<file path="src/rtl/traffic_pkg.sv">
// Shared types and constants for the traffic intersection sensor front end.
package traffic_pkg;

    localparam int NUM_LANES = 4;

    // Lane order inside packed lane vectors: {w,s,e,n}
    localparam int LANE_N = 0;
    localparam int LANE_E = 1;
    localparam int LANE_S = 2;
    localparam int LANE_W = 3;

    localparam int LT_NS_G0 = 7;
    localparam int LT_NS_G1 = 3;
    localparam int LT_EW_G0 = 5;
    localparam int LT_EW_G1 = 1;

    typedef enum logic [1:0] {
        IDLE   = 2'd0,
        DEB    = 2'd1,
        PEND   = 2'd2,
        SERVED = 2'd3
    } lane_state_t;

endpackage

</file>
<file path="src/rtl/traffic_lane_sensor.sv">
// One detector lane: 2-flop synchronizer, debounce/latch FSM and stuck-sensor watchdog.
module traffic_lane_sensor
    import traffic_pkg::*;
#(
    parameter int DEB_CYCLES   = 4,
    parameter int CNT_W        = 4,
    parameter int STUCK_CYCLES = 200,
    parameter int STUCK_W      = 8
) (
    input  logic clk,
    input  logic rst,
    input  logic raw,
    input  logic served,
    output logic req,
    output logic fault
);

    localparam logic [CNT_W-1:0]   DEB_LAST  = CNT_W'(DEB_CYCLES - 1);
    localparam logic [STUCK_W-1:0] STUCK_MAX = STUCK_W'(STUCK_CYCLES);
    localparam logic               DEB_ONE   = (DEB_CYCLES == 1);

    logic                sync_q1;
    logic                sync;
    lane_state_t         state, state_nxt;
    logic [CNT_W-1:0]    cnt, cnt_nxt;
    logic [STUCK_W-1:0]  stuck, stuck_nxt;

    always_ff @(posedge clk) begin
        if (rst) begin
            sync_q1 <= 1'b0;
            sync    <= 1'b0;
            state   <= IDLE;
            cnt     <= '0;
            stuck   <= '0;
            req     <= 1'b0;
            fault   <= 1'b0;
        end else begin
            sync_q1 <= raw;
            sync    <= sync_q1;
            state   <= state_nxt;
            cnt     <= cnt_nxt;
            stuck   <= stuck_nxt;
            // Outputs follow the next state so they line up with the state register
            req     <= (state_nxt == PEND);
            fault   <= (state_nxt == SERVED) && (stuck_nxt == STUCK_MAX);
        end
    end

    always_comb begin
        state_nxt = state;
        cnt_nxt   = cnt;
        stuck_nxt = stuck;
        case (state)
            IDLE: begin
                cnt_nxt = '0;
                if (sync) begin
                    if (DEB_ONE) begin
                        state_nxt = PEND;
                    end else begin
                        state_nxt = DEB;
                        cnt_nxt   = CNT_W'(1);
                    end
                end
            end
            DEB: begin
                // A vehicle already rolling through on green never raises a request
                if (served) begin
                    state_nxt = SERVED;
                    cnt_nxt   = '0;
                    stuck_nxt = '0;
                end else if (!sync) begin
                    state_nxt = IDLE;
                    cnt_nxt   = '0;
                end else if (cnt == DEB_LAST) begin
                    state_nxt = PEND;
                    cnt_nxt   = '0;
                end else begin
                    cnt_nxt = cnt + CNT_W'(1);
                end
            end
            PEND: begin
                if (served) begin
                    state_nxt = SERVED;
                    cnt_nxt   = '0;
                    stuck_nxt = '0;
                end
            end
            SERVED: begin
                if (sync) begin
                    cnt_nxt = '0;
                    if (stuck != STUCK_MAX)
                        stuck_nxt = stuck + STUCK_W'(1);
                end else if (cnt == DEB_LAST) begin
                    state_nxt = IDLE;
                    cnt_nxt   = '0;
                    stuck_nxt = '0;
                end else begin
                    cnt_nxt = cnt + CNT_W'(1);
                end
            end
            default: begin
                state_nxt = IDLE;
                cnt_nxt   = '0;
                stuck_nxt = '0;
            end
        endcase
    end

endmodule

</file>
<file path="src/rtl/traffic_sensor_conditioner.sv">
// Front end for the intersection: green decode from the light bus and four lane conditioners.
module traffic_sensor_conditioner
    import traffic_pkg::*;
#(
    parameter int DEB_CYCLES   = 4,
    parameter int CNT_W        = 4,
    parameter int STUCK_CYCLES = 200,
    parameter int STUCK_W      = 8
) (
    input  logic       clk,
    input  logic       rst,
    input  logic       raw_n,
    input  logic       raw_e,
    input  logic       raw_s,
    input  logic       raw_w,
    input  logic [7:0] lights,
    output logic       n,
    output logic       e,
    output logic       s,
    output logic       w,
    output logic [3:0] sensor_fault
);

    logic ns_green;
    logic ew_green;
    logic unused_lights;
    logic [NUM_LANES-1:0] raw_vec;
    logic [NUM_LANES-1:0] served_vec;
    logic [NUM_LANES-1:0] req_vec;
    logic [NUM_LANES-1:0] fault_vec;

    // Only the green bits matter; yellow and red never serve a request
    assign ns_green      = lights[LT_NS_G0] | lights[LT_NS_G1];
    assign ew_green      = lights[LT_EW_G0] | lights[LT_EW_G1];
    assign unused_lights = ^{lights[6], lights[4], lights[2], lights[0]};

    assign raw_vec    = {raw_w, raw_s, raw_e, raw_n};
    assign served_vec = {ew_green, ns_green, ew_green, ns_green};

    for (genvar i = 0; i < NUM_LANES; i++) begin : gen_lane
        traffic_lane_sensor #(
            .DEB_CYCLES   (DEB_CYCLES),
            .CNT_W        (CNT_W),
            .STUCK_CYCLES (STUCK_CYCLES),
            .STUCK_W      (STUCK_W)
        ) u_lane (
            .clk    (clk),
            .rst    (rst),
            .raw    (raw_vec[i]),
            .served (served_vec[i]),
            .req    (req_vec[i]),
            .fault  (fault_vec[i])
        );
    end

    assign n            = req_vec[LANE_N];
    assign e            = req_vec[LANE_E];
    assign s            = req_vec[LANE_S];
    assign w            = req_vec[LANE_W];
    assign sensor_fault = fault_vec;

endmodule
</file>
<file path="config.mk">
export PLATFORM = sky130hd
export DESIGN_NAME = traffic_sensor_conditioner
export DESIGN_NICKNAME = d
export VERILOG_FILES = /design/src/rtl/traffic_pkg.sv /design/src/rtl/traffic_lane_sensor.sv /design/src/rtl/traffic_sensor_conditioner.sv
export SDC_FILE = /design/constraint.sdc
export NUM_CORES = 1
export LEC_CHECK = 0
export CORE_UTILIZATION = 45
export DETAILED_ROUTE_END_ITERATION = 16
export GPL_TIMING_DRIVEN = 1
export HOLD_SLACK_MARGIN = 0.03
export PLACE_DENSITY = 0.7
export SYNTH_ARGS = -nofsm -noshare
export SYNTH_HDL_FRONTEND = slang
export SYNTH_SLANG_ARGS = --single-unit
</file>
<file path="constraint.sdc">
create_clock -name clk -period 3.26 [get_ports clk]
set_input_delay 0.326 -clock clk [delete_from_list [all_inputs] [get_ports clk]]
set_output_delay 0.326 -clock clk [all_outputs]
set_load 0.02 [all_outputs]
</file>
; Word level (Yosys, flattened, before mapping)
; Cells that the tools add are included.
[classes]
bitwise = 2
eq_ne = 36
reduce_logical = 12
muxes = 78
add_sub_neg = 8
[ops]
columns = op, count
row1 = $mux 8, 16
row2 = $mux 4, 18
row3 = $pmux 4 s4, 4
row4 = $pmux 8 s2, 4
row5 = $mux 2, 28
row6 = $add 8x1->8 const B, 4
row7 = $eq 2x2->1 const B, 16
row8 = $eq 8x8->1 const B, 4
row9 = $ne 8x8->1 const B, 4
row10 = $pmux 2 s4, 4
row11 = $add 4x1->4 const B, 4
row12 = $eq 4x2->1 const B, 4
row13 = $eq 2x1->1 const B, 4
row14 = $logic_not 2->1, 4
row15 = $reduce_or 2->1, 4
row16 = $ne 2x2->1 const B, 3
row17 = $logic_and 1x1->1, 4
row18 = $mux 1, 4
row19 = $ne 2x1->1 const B, 1
row20 = $or 1x1->1, 2
[totals]
register_bits = 72
wordCells = 164
out_inout_bits = 8
inputBits = 14

; Logic depth before layout (Yosys ltp)
; Gate-level depths: netlist (run 1).
[logic_depth]
depth_word = 7
mapped_depth = 9
depth_no_buf = 8

; Modules after synthesis
; Synthesis (run 1) repeated with hierarchy kept, for this count alone.
[unflattened]
hier_cells = 565
hier_area_um2 = 4822.1
[modules_own_cells]
columns = mod, n_inst, area_per_inst_um2, seq_area_each_um2, cells_each
row1 = traffic_lane_sensor (gen_lane[0].u_lane ...), 3, 1221.2, 360.3, 143
row2 = traffic_lane_sensor (gen_lane[3].u_lane), 1, 1146.1, 360.3, 134
row3 = traffic_sensor_conditioner, 1, 12.5, 0.0, 2

; Least setup slack after synthesis (run 1)
; No wires, ideal clock.
[synth_path]
path_type = reg2reg
from = reg gen_lane[2].u_lane.cnt[0]
to = reg gen_lane[2].u_lane.fault
setup_ns = 0.100
stages_incl_launch_ff = 8
t_arrival_ns = 2.191
n_path_buf = 0
period_less_slack_ns = 2.291
required_ns = 3.160
setup_slack_ns = 0.969
path_cell_list = dfxtp_1 > ha_1 > or3b_1 > a221oi_2 > o31ai_1 > and2_1 > or4_4 > a2111oi_4
[synth_between]
elab_chain_cells = 7
elab_cells_between_ends = 13
classes_between = eq/ne: 3 / mux: 9 / reduce/logical: 1
[synth_rtl]
columns = item, line
row1 = start: declaration, traffic_lane_sensor.sv:25  ; logic [CNT_W-1:0] cnt, cnt_nxt;
row2 = start signal: assignment, traffic_lane_sensor.sv:41  ; cnt <= cnt_nxt;
row3 = $eq 4x2->1 *, "traffic_lane_sensor.sv:74, traffic_lane_sensor.sv:93"
row4 = $mux 2, traffic_lane_sensor.sv:74  ; end else if (cnt == DEB_LAST) begin
row5 = $mux 2, traffic_lane_sensor.sv:71  ; end else if (!sync) begin
row6 = $mux 2, traffic_lane_sensor.sv:67  ; if (served) begin
row7 = $pmux 2 s4, traffic_lane_sensor.sv:53  ; case (state)
row8 = $eq 2x2->1, traffic_lane_sensor.sv:45  ; fault <= (state_nxt == SERVED) && (stuck_nxt == STUCK_MAX);
row9 = $logic_and 1x1->1 *, traffic_lane_sensor.sv:45
row10 = end signal: assignment, traffic_lane_sensor.sv:45
row11 = end: declaration, traffic_lane_sensor.sv:15  ; output logic fault
; Mark *: on every way between the ends. The rest lies on a longest branch, timed or not.
; A chain may end at the register's enable or synchronous reset.

; Final worst setup path (run 1)
[layout_path]
from = reg gen_lane[3].u_lane.state[1]
to = reg gen_lane[3].u_lane.fault
[layout_between]
elab_chain_cells = 6
elab_cells_between_ends = 17
classes_between = eq/ne: 5 / mux: 9 / reduce/logical: 3
[layout_rtl]
columns = item, line
row1 = start: declaration, traffic_lane_sensor.sv:24  ; lane_state_t state, state_nxt;
row2 = start signal: assignment, traffic_lane_sensor.sv:40  ; state <= state_nxt;
row3 = $mux 2, traffic_lane_sensor.sv:74
row4 = $mux 2, traffic_lane_sensor.sv:71
row5 = $mux 2, traffic_lane_sensor.sv:67
row6 = $pmux 2 s4, traffic_lane_sensor.sv:53
row7 = $eq 2x2->1, traffic_lane_sensor.sv:45
row8 = $logic_and 1x1->1 *, traffic_lane_sensor.sv:45
row9 = end signal: assignment, traffic_lane_sensor.sv:45
row10 = end: declaration, traffic_lane_sensor.sv:15
; Marks and branches as above.

==> results of run 1 <==
==> Yosys cell counts (4+ instances only) <==
library cell  count
nand2b_1          5
o21ai_1          17
and2_1           20
a21oi_1          40
buf_4             4
inv_1            24
o31ai_1           4
nor4b_1           5
nor2_1           71
ha_1             28
nor4_1            8
nand2_1          43
or2_1             4
and3_1            8
a211oi_1          6
nand3b_1          5
nor3_1           15
o21ai_0          20
o311ai_1          4
nand3_1          20
o211ai_1          8
and4_1            7
nor3b_1           4
clkbuf_1         18
dfxtp_1          72
a21o_1            9
a31oi_1           9
or4_1             4
nor2b_1          21
nand4_1          10
==> cells by family (layout without fill, tap and decap cells) <==
| group | after synthesis | in the layout | share of synthesized area [%] |
|---|---|---|---|
| buffers and inverters | 49 | 63 | 4.56 |
| XOR/XNOR | 2 | 2 | 0.397 |
| AO/OA/AOI/OAI | 143 | 143 | 21.0 |
| adder cells (fa/ha/maj) | 28 | 28 | 7.93 |
| multiplexers | 3 | 3 | 0.708 |
| AND/OR/NAND/NOR | 267 | 267 | 32.7 |
| flip-flops | 72 | 72 | 32.6 |
==> area by class of cell <==
type / instances / area, µm² / area share [%]
Clock inverter: 3 / 15.0 / 0.309
Timing Repair Buffer: 22 / 203 / 4.17
Sequential cell: 72 / 1440 / 29.7
Inverter: 25 / 93.8 / 1.93
Tap cell: 129 / 161 / 3.32
Clock buffer: 13 / 169 / 3.48
Multi-Input combinational cell: 443 / 2770 / 57.1
==> routing by layer <==
layer	GRT usage (%)	routed length, µm	vias up
met5	0	0	-
met4	6.35	111	0
met3	5.13	365	10
met2	36.5	4780	65
met1	25.4	4640	1907
li1	-	-	2066
==> cell usage in the layout (no fill, tap or decap), drive strengths merged, types with 6 or more instances in the layout <==
master / count
nor3: 15
o211ai: 8
nand3: 20
a21oi: 40
clkdlybuf4s50: 16
buf: 6
and2: 20
o21ai: 37
dfxtp: 72
clkbuf: 13
nand4: 10
nor2b: 21
a31oi: 9
ha: 28
and4: 7
a21o: 9
nor2: 71
inv: 25
nand2: 43
nor4: 8
and3: 8
a211oi: 6
==> flip-flops by register name, summed over array words and instances, names as in the netlist <==
register,cells
gen_lane.u_lane.state,8
gen_lane.u_lane.cnt,16
gen_lane.u_lane.req,4
gen_lane.u_lane.sync,4
gen_lane.u_lane.fault,4
gen_lane.u_lane.sync_q1,4
gen_lane.u_lane.stuck,32
==> report_power, final <==
group	leakage, nW	internal, W	switching (W)
clock	0.0992	0.000335	0.000315
combinational	1.13	0.000262	0.000429
sequential	0.583	0.000934	0.0000484
total	1.82	0.00153	0.000792
==> path summary, 6_finish.rpt <==
check | slack, ns | depth (start not counted) | endpoint | start
hold / removal | 0.44 | 1 | gen_lane[2].u_lane.sync | gen_lane[2].u_lane.sync_q1
setup reg to reg | 0.72 | 8 | gen_lane[3].u_lane.fault | gen_lane[3].u_lane.state[1]
setup / recovery | 0.72 | 8 | gen_lane[3].u_lane.fault | gen_lane[3].u_lane.state[1]
hold reg to reg | 0.44 | 1 | gen_lane[2].u_lane.sync | gen_lane[2].u_lane.sync_q1
==> worst register-to-register path, cell delays in order (launching register included) <==
cell       delay, ns
dfxtp_1         0.40
inv_1           0.10
ha_1            0.27
nor3b_1         0.49
and4b_1         0.28
nor3_1          0.17
nand2_1         0.06
a2111oi_0       0.46
and4_1          0.25
==> through the flow <==
| step | hold slack (ns) | area, µm² | cells |
|---|---|---|---|
| global placement | 0.417 | 4670 | 691 |
| detailed placement | 0.428 | 4670 | 691 |
| global route | 0.470 | 4860 | 707 |
| floorplan | 0.414 | 4420 | 564 |
| finish | 0.438 | 4860 | 707 |
| CTS | 0.444 | 4860 | 707 |
==> results.cfg, run 1 <==
[logic_synthesis]
ys_ff_latch = 72
synth_ff_type = dfxtp_1
synthArstFlopShare_pct = 0
synth_area_leaders = dfxtp_1 (33%), ha_1 (7.9%), nor2_1 (6.0%)
avgSynthCellArea_um2 = 7.83
synth_top_area_share_pct = 32.6
ys_types = 61
synth_edf_count = 0
synth_cells = 564
synth_top_area_cell = dfxtp_1
synth.cell_area_um2 = 4420
ys_seq_area_share_pct = 32.6
yosysWarnings = 0
synth_fp_nets = 606

[global_route]
grt_pass1_wl_um = 17100
antenna_found_initial = 0
grt_pass1_vias = 3881
track_usage_pct = 21.0
gr-total-overflow = 0
grt_max_degree = 52

[critical_path]
crit_type = reg -> reg
cp.arrival_ns = 2.82
cp_cell_sequence = inv_1 > ha_1 > nor3b_1 > and4b_1 > nor3_1 > nand2_1 > a2111oi_0 > and4_1
required_ns = 3.55
path_max_fanout = 5
path_buf_inv = 1
endpoint_kind = flop
max_stage_delay_ns = 0.49
startpoint_type = flop
cp_slowest_cell = nor3b_1
crit_family = simple AND/OR/NAND/NOR gates

[sta]
worst_slack_ns = 0.724
tns_ns = 0
setup_viol = 0
finClkSkew_ns = 0.00814
worst_slew_pin_slew_ns = 0.588
final_max_slew_viol_count = 0
layout_min_cycle_time_ns = 2.54
hold_viol = 0
maxSlewHeadroom_pct = 60.6
rsz0062_at_grt = no
fmax_mhz = 394
finalCritPeriodShare_pct = 77.8

[floorplanning]
die_w_um = 101
initial_core_util_pct = 47.1
core-area_um2 = 9370
rows = 35
dieArea_um2 = 10200
ios = 22
fp.dieH_um = 101

[detailed_routing]
drtIter0Drc = 182
route.detailed.drc = 0
dr.pass1.iters = 5
ant_nets = 0
num_vias = 4048
wl_per_cell_um = 14.0
via_per_inst = 5.73
wl_um = 9890

[outcome]
status = finished, final reports clean

[placed_design]
portBuffers = 17
pre_cts_ws_ns = 0.647
routabilityCongestion = 0.936
hpwl_um = 7160

[power]
ir_drop_mv = 0.307
finalPower_w = 0.00232
power.density_nw_per_um2 = 478
p_leak_nw = 1.82

[cells_and_area]
fin_util_pct = 51.8
drive_gt1_share_pct = 4.50
n_antenna_cell = 0
fill_cells = 932
nNetsFinal = 615
synthToLayoutAreaGrowth_pct = 9.97

[job]
max_cap_violations = 0

[cts]
cts.repair.resized = 0
cts_tree = yes
post-cts-setup-buffers = 0
cts_made_buffers = 9
clockBufferDepth = 2
htreeDepth = 3
clock_latency_ns = 0.35
cts_hold_buffers = 0
root_buffer = clkbuf_8
clk_pin_slew_ns = 0.07
cts.sinks = 72

[hold_path]
hold_path.class = reg -> reg
Note: power is estimated with default switching activity, not from simulation.
==> run 2: changes to the inputs <==
clock period = 2.4 ns   (was 3.26 ns; I/O delays follow)
==> run 2 against run 1 <==
Effect of this change:
- total power rose by 43%
- clock power rose by 44%
- sequential power rose by 35%
- cell count rose by 3.4%
- register-to-register slack got worse by 0.66 ns
- critical path depth fell by 1
- critical endpoint is now gen_lane[2].u_lane.fault
- highest routed layer unchanged
==> results.cfg, run 2 (same netlist as run 1, synthesis figures left out) <==
[global_route]
antenna_found_initial = 0
grt_pass1_vias = 4008
grt_pass1_wl_um = 17800
gr-total-overflow = 0
track_usage_pct = 21.9
grt_max_degree = 34

[cts]
clk_pin_slew_ns = 0.09
cts.sinks = 72
cts_tree = yes
htreeDepth = 3
cts_made_buffers = 9
clockBufferDepth = 2
clock_latency_ns = 0.36
root_buffer = clkbuf_8

[placed_design]
hpwl_um = 7800
pre_cts_ws_ns = -0.0364
numPlacedInstances = 715
portBuffers = 17
routabilityCongestion = 0.885

[detailed_routing]
wl_per_cell_um = 14.6
dr.pass1.iters = 5
num_vias = 4225
ant_nets = 0
route.detailed.drc = 0
wl_um = 10700
via_per_inst = 5.78
drtIter0Drc = 178

[critical_path]
required_ns = 2.66
crit_family = simple AND/OR/NAND/NOR gates
crit_type = reg -> reg
path_buf_inv = 0
cp_cell_sequence = ha_4 > or3b_4 > a221oi_4 > o31ai_1 > and2_1 > or4_4 > a2111oi_4
path_max_fanout = 5
cp.arrival_ns = 2.60
cp_slowest_cell = or4_4
endpoint_kind = flop
worst-r2r-setup-slack_ns = 0.06
max_stage_delay_ns = 0.50
startpoint_type = flop

[cells_and_area]
nNetsFinal = 639
final_cell_mix = nor2_1 (70), dfxtp_1 (68), nand2_1 (43)
n_antenna_cell = 0
synthToLayoutAreaGrowth_pct = 15.7
ff_latch_area_um2 = 1450
mostFrequentLayoutCell = nor2_1
stdcell_count = 731
largest_register_ffs = 32
multiInputGateArea_um2 = 2830
regMostFlops = gen_lane.u_lane.stuck
fill_cells = 906
fin_util_pct = 54.5
top_regs = gen_lane.u_lane.stuck (32), gen_lane.u_lane.cnt (16), gen_lane.u_lane.state (8)
drive_gt1_share_pct = 10.5

[sta]
maxSlewHeadroom_pct = 63.2
finalCritPeriodShare_pct = 97.3
rsz0062_at_grt = yes
fin_hold_ws_ns = 0.311
worst_slew_pin_slew_ns = 0.551
fmax_mhz = 428
setup_viol = 0
finClkSkew_ns = 0.0131
hold_viol = 0
layout_min_cycle_time_ns = 2.34
worst_slack_ns = 0.0643
final_max_slew_viol_count = 0

[hold_path]
hold_path.class = in -> reg

[floorplanning]
die_w_um = 101
core-area_um2 = 9370
fp.dieH_um = 101
initial_core_util_pct = 47.1
ios = 22
dieArea_um2 = 10200
rows = 35

[power]
power.density_nw_per_um2 = 651
p_switching_w = 0.00120
p_sw_share_pct = 36.0
p_int_w = 0.00213
seqPwrFrac_pct = 39.9
ir_drop_mv = 0.484
clkPwrFrac_pct = 28.2
comb_power_share_pct = 31.9
p_leak_nw = 1.93

[outcome]
status = finished, final reports clean

[job]
max_cap_violations = 0
-- run 2: changes by cell type in the layout (fill, tap and decap cells not counted), moves of 2 or more --
| cell | previous run | this run |
|---|---|---|
| ha_4 | 0 | 2 |
| buf_4 | 5 | 29 |
| clkinv_2 | 3 | 0 |
| clkinvlp_4 | 0 | 3 |
| dfxtp_1 | 72 | 68 |
| ha_1 | 28 | 26 |
| dfxtp_2 | 0 | 4 |
-- run 2: path summary, 6_finish.rpt --
| path | to | start | cells past startpoint |
|---|---|---|---|
| max | gen_lane[2].u_lane.fault | gen_lane[2].u_lane.cnt[1] | 7 |
| max reg2reg | gen_lane[2].u_lane.fault | gen_lane[2].u_lane.cnt[1] | 7 |
| min reg2reg | gen_lane[1].u_lane.sync | gen_lane[1].u_lane.sync_q1 | 1 |
| min | gen_lane[1].u_lane.stuck[6] | rst | 3 |
-- run 2: through the flow --
stage	TNS [ns]	power, W	area [µm²]
2_1_floorplan	0	0.00204	4420
3_3_place_gp	-0.00649	0.00235	4850
3_5_place_dp	-0.0364	0.00238	4850
4_1_cts	0	0.00334	5060
5_1_grt	-0.00533	0.00353	5110
6_report	0	0.00333	5110
-- run 2: layout make-up --
| type | instances | share of cell area [%] |
|---|---|---|
| multi-input cells | 443 | 55.4 |
| flip-flops and latches | 72 | 28.3 |
| repair buffers | 46 | 7.49 |
| well taps | 129 | 3.16 |
| clock buffers | 11 | 2.96 |
| inverters | 25 | 1.84 |
| clock inverters | 5 | 0.784 |
-- run 2: repair_timing --
| item | CTS | global route |
|---|---|---|
| setup endpoints to repair | 1 | 2 |
| resized for setup | 4 | 11 |
| setup buffers | 0 | 0 |
| hold buffers | 0 | 0 |
| pin swaps | 1 | 3 |
-- run 2: worst min-delay path, stage by stage --
cell and delay (ns):
buf_2 0.13, inv_1 0.11, and2_1 0.15
-- run 2: layer usage --
metal  vias to the layer above  track usage, %  wire length [µm]
met1                      2004            26.0              4920
met5                         -               0                 0
met4                         0            8.58               152
met3                        15            4.72               419
li1                       2118               -                 -
met2                        88            38.3              5190
-- run 2: power by group through the flow --
| stage | sequential [W] | combinational [W] | clock (W) |
|---|---|---|---|
| 6_report | 0.00133 | 0.00106 | 0.000938 |
| 5_1_grt | 0.00134 | 0.00117 | 0.00102 |
| 4_1_cts | 0.00132 | 0.00104 | 0.000981 |
| 3_5_place_dp | 0.00135 | 0.00103 | 0 |
| 3_3_place_gp | 0.00135 | 0.00100 | 0 |
| 2_1_floorplan | 0.00137 | 0.000672 | 0 |
==> run 3: changes to the inputs <==
CORE_MARGIN = 8   (was unset)
PLACE_DENSITY = 0.69   (was 0.7)
SYNTH_HIERARCHICAL = 1   (was unset)
==> run 3 against run 2 <==
Effect of this change:
- synthesized area rose by 9.2%
- clock power decreased by 2%
- cell count down 0.55%
- via count grew 4.8%
- hold slack improved by 0.075 ns
- critical path depth is 1 lower
- register-to-register slack gained 0.06 ns
- sequential cell count unchanged
- clock skew shrank 0.0061 ns
- count of clock-buffer cells in the layout unchanged
- core utilization down 2.7 points
==> results.cfg, run 3 <==
[outcome]
status = finished, final reports clean

[logic_synthesis]
ys_types = 67
ys_ff_latch = 72
yosysMostFrequentCell = dfxtp_1
synth_edf_count = 0
avgSynthCellArea_um2 = 8.53
synth_top_area_share_pct = 29.9
synth.top_cells.by_count = dfxtp_1 (72), nor2b_1 (43), nor2_1 (36), inv_1 (31), o21ai_0 (30)
synth_top_area_cell = dfxtp_1
synthArstFlopShare_pct = 0
yosysWarnings = 6
synth_area_leaders = dfxtp_1 (30%), ha_1 (7.3%), nor2b_1 (5.6%)
synth.cell_area_um2 = 4820
synth_cells = 565
ys_seq_area_share_pct = 29.9
synth_fp_nets = 607
synth_ff_type = dfxtp_1

[cts]
root_buffer = clkbuf_8
htreeDepth = 3
cts.sinks = 72
clockBufferDepth = 2
clk_pin_slew_ns = 0.08
cts_made_buffers = 9
clock_latency_ns = 0.36
cts_tree = yes

[global_route]
track_usage_pct = 15.7
grt_pass1_wl_um = 18900
gr-total-overflow = 0
grt_max_degree = 35
grt_pass1_vias = 4001
antenna_found_initial = 0

[cells_and_area]
largest_register_ffs = 32
n_antenna_cell = 0
final_cell_mix = dfxtp_1 (72), nor2b_1 (43), nor2_1 (36)
regMostFlops = gen_lane.u_lane/stuck
mostFrequentLayoutCell = dfxtp_1
synthToLayoutAreaGrowth_pct = 11.5
multiInputGateArea_um2 = 3160
ff_latch_area_um2 = 1440
stdcell_count = 727
fill_cells = 1006
drive_gt1_share_pct = 12.4
nNetsFinal = 628
top_regs = gen_lane.u_lane/stuck (32), gen_lane.u_lane/cnt (16), gen_lane.u_lane/state (8)
fin_util_pct = 51.8

[detailed_routing]
num_vias = 4429
wl_um = 11300
route.detailed.drc = 0
drtIter0Drc = 328
wl_per_cell_um = 15.6
via_per_inst = 6.09
dr.pass1.iters = 5
ant_nets = 0

[critical_path]
worst-r2r-setup-slack_ns = 0.12
rr_startpoint = gen_lane[2].u_lane/cnt[0]
path_max_fanout = 8
startpoint = gen_lane[2].u_lane/cnt[0]
cp-endpoint = gen_lane[2].u_lane/fault
startpoint_type = flop
r2r_cells = 6
r2r-end = gen_lane[2].u_lane/fault
crit_type = reg -> reg
cp.arrival_ns = 2.54
endpoint_kind = flop
required_ns = 2.67

[sta]
finalCritPeriodShare_pct = 94.9
hold_viol = 0
final_max_slew_viol_count = 0
worst_slew_pin_slew_ns = 0.646
finClkSkew_ns = 0.00701
maxSlewHeadroom_pct = 56.9
worst_slack_ns = 0.124
layout_min_cycle_time_ns = 2.28
tns_ns = 0
rsz0062_at_grt = yes
fmax_mhz = 439
setup_viol = 0

[power]
p_leak_nw = 1.85
ir_drop_mv = 0.662
power.density_nw_per_um2 = 712
finalPower_w = 0.00383

[placed_design]
hpwl_um = 8030
pre_cts_ws_ns = -0.0220
routabilityCongestion = 0.902
numPlacedInstances = 711
portBuffers = 17

[job]
max_cap_violations = 0

[hold_path]
hold_path.class = in -> reg
hold_start = rst

[floorplanning]
dieArea_um2 = 14300
initial_core_util_pct = 46.5
fp.dieH_um = 120
ios = 22
die_w_um = 120
rows = 37
core-area_um2 = 10400
## run 3: cell types whose count changed after synthesis, sizes merged, moves of 9 or more
cell    before  now
nor2        71   36
nor2b       21   43
a21oi       40   25
nand3       20    9
o21a         1   10
and2        20   11
nand2       43   26
a211oi       6   15
a311oi       0   12
## run 3: worst min-delay path by stage
stage / endpoint / cells after the start
2_1_floorplan: gen_lane[0].u_lane/stuck[0] / 1
3_3_place_gp: gen_lane[1].u_lane/sync / 1
3_5_place_dp: gen_lane[1].u_lane/sync / 1
4_1_cts: gen_lane[2].u_lane/state[0] / 2
5_1_grt: gen_lane[2].u_lane/state[0] / 2
6_report: gen_lane[2].u_lane/stuck[2] / 2
## run 3: cell type report
class                   instances  share of cell area, %
multi-input cells             436                   58.7
flip-flops and latches         72                   26.8
repair buffers                 36                   5.72
well taps                     136                   3.16
clock buffers                  11                   2.82
inverters                      31                   2.16
clock inverters                 5                  0.582
## run 3: worst max-delay path: stages, from the launching register on
cell and delay [ns]:
dfxtp_1 0.38, ha_2 0.22, or4b_4 0.54, a311o_1 0.39, a22oi_2 0.17, o2111ai_1 0.17
nor4bb_2 0.32
## run 3: per-layer routing
metal	track usage, %	share of wire (%)
met1	20.8	48
met2	24.4	45
met3	3.00	5.2
met4	6.56	1.6
met5	0	0
## run 3: timing repair
action	CTS	global route
setup buffers	0	0
setup endpoints to repair	0	3
endpoints found under the hold margin	0	0
hold buffers	0	0
gates resized for setup	0	9
## run 3: cells by family after synthesis
group                    Yosys count  synth area share (%)
XOR/XNOR                           5                 0.908
buffers and inverters             57                  5.58
AO/OA/AOI/OAI                    172                  26.8
flip-flops                        72                  29.9
AND/OR/NAND/NOR                  231                  29.6
adder cells (fa/ha/maj)           28                  7.27
## run 3: stage by stage
| step | instance area, µm² | hold slack [ns] |
|---|---|---|
| 2_1_floorplan | 4820 | 0.312 |
| 3_3_place_gp | 5150 | 0.418 |
| 3_5_place_dp | 5150 | 0.435 |
| 4_1_cts | 5330 | 0.374 |
| 5_1_grt | 5380 | 0.416 |
| 6_report | 5380 | 0.386 |
## run 3: power breakdown
part	internal (W)	leakage, nW	total [W]	switching, W
logic	0.000677	1.18	0.00153	0.000854
clock network	0.000428	0.0951	0.000922	0.000494
registers	0.00129	0.583	0.00137	0.0000793
total	0.00240	1.85	0.00383	0.00143
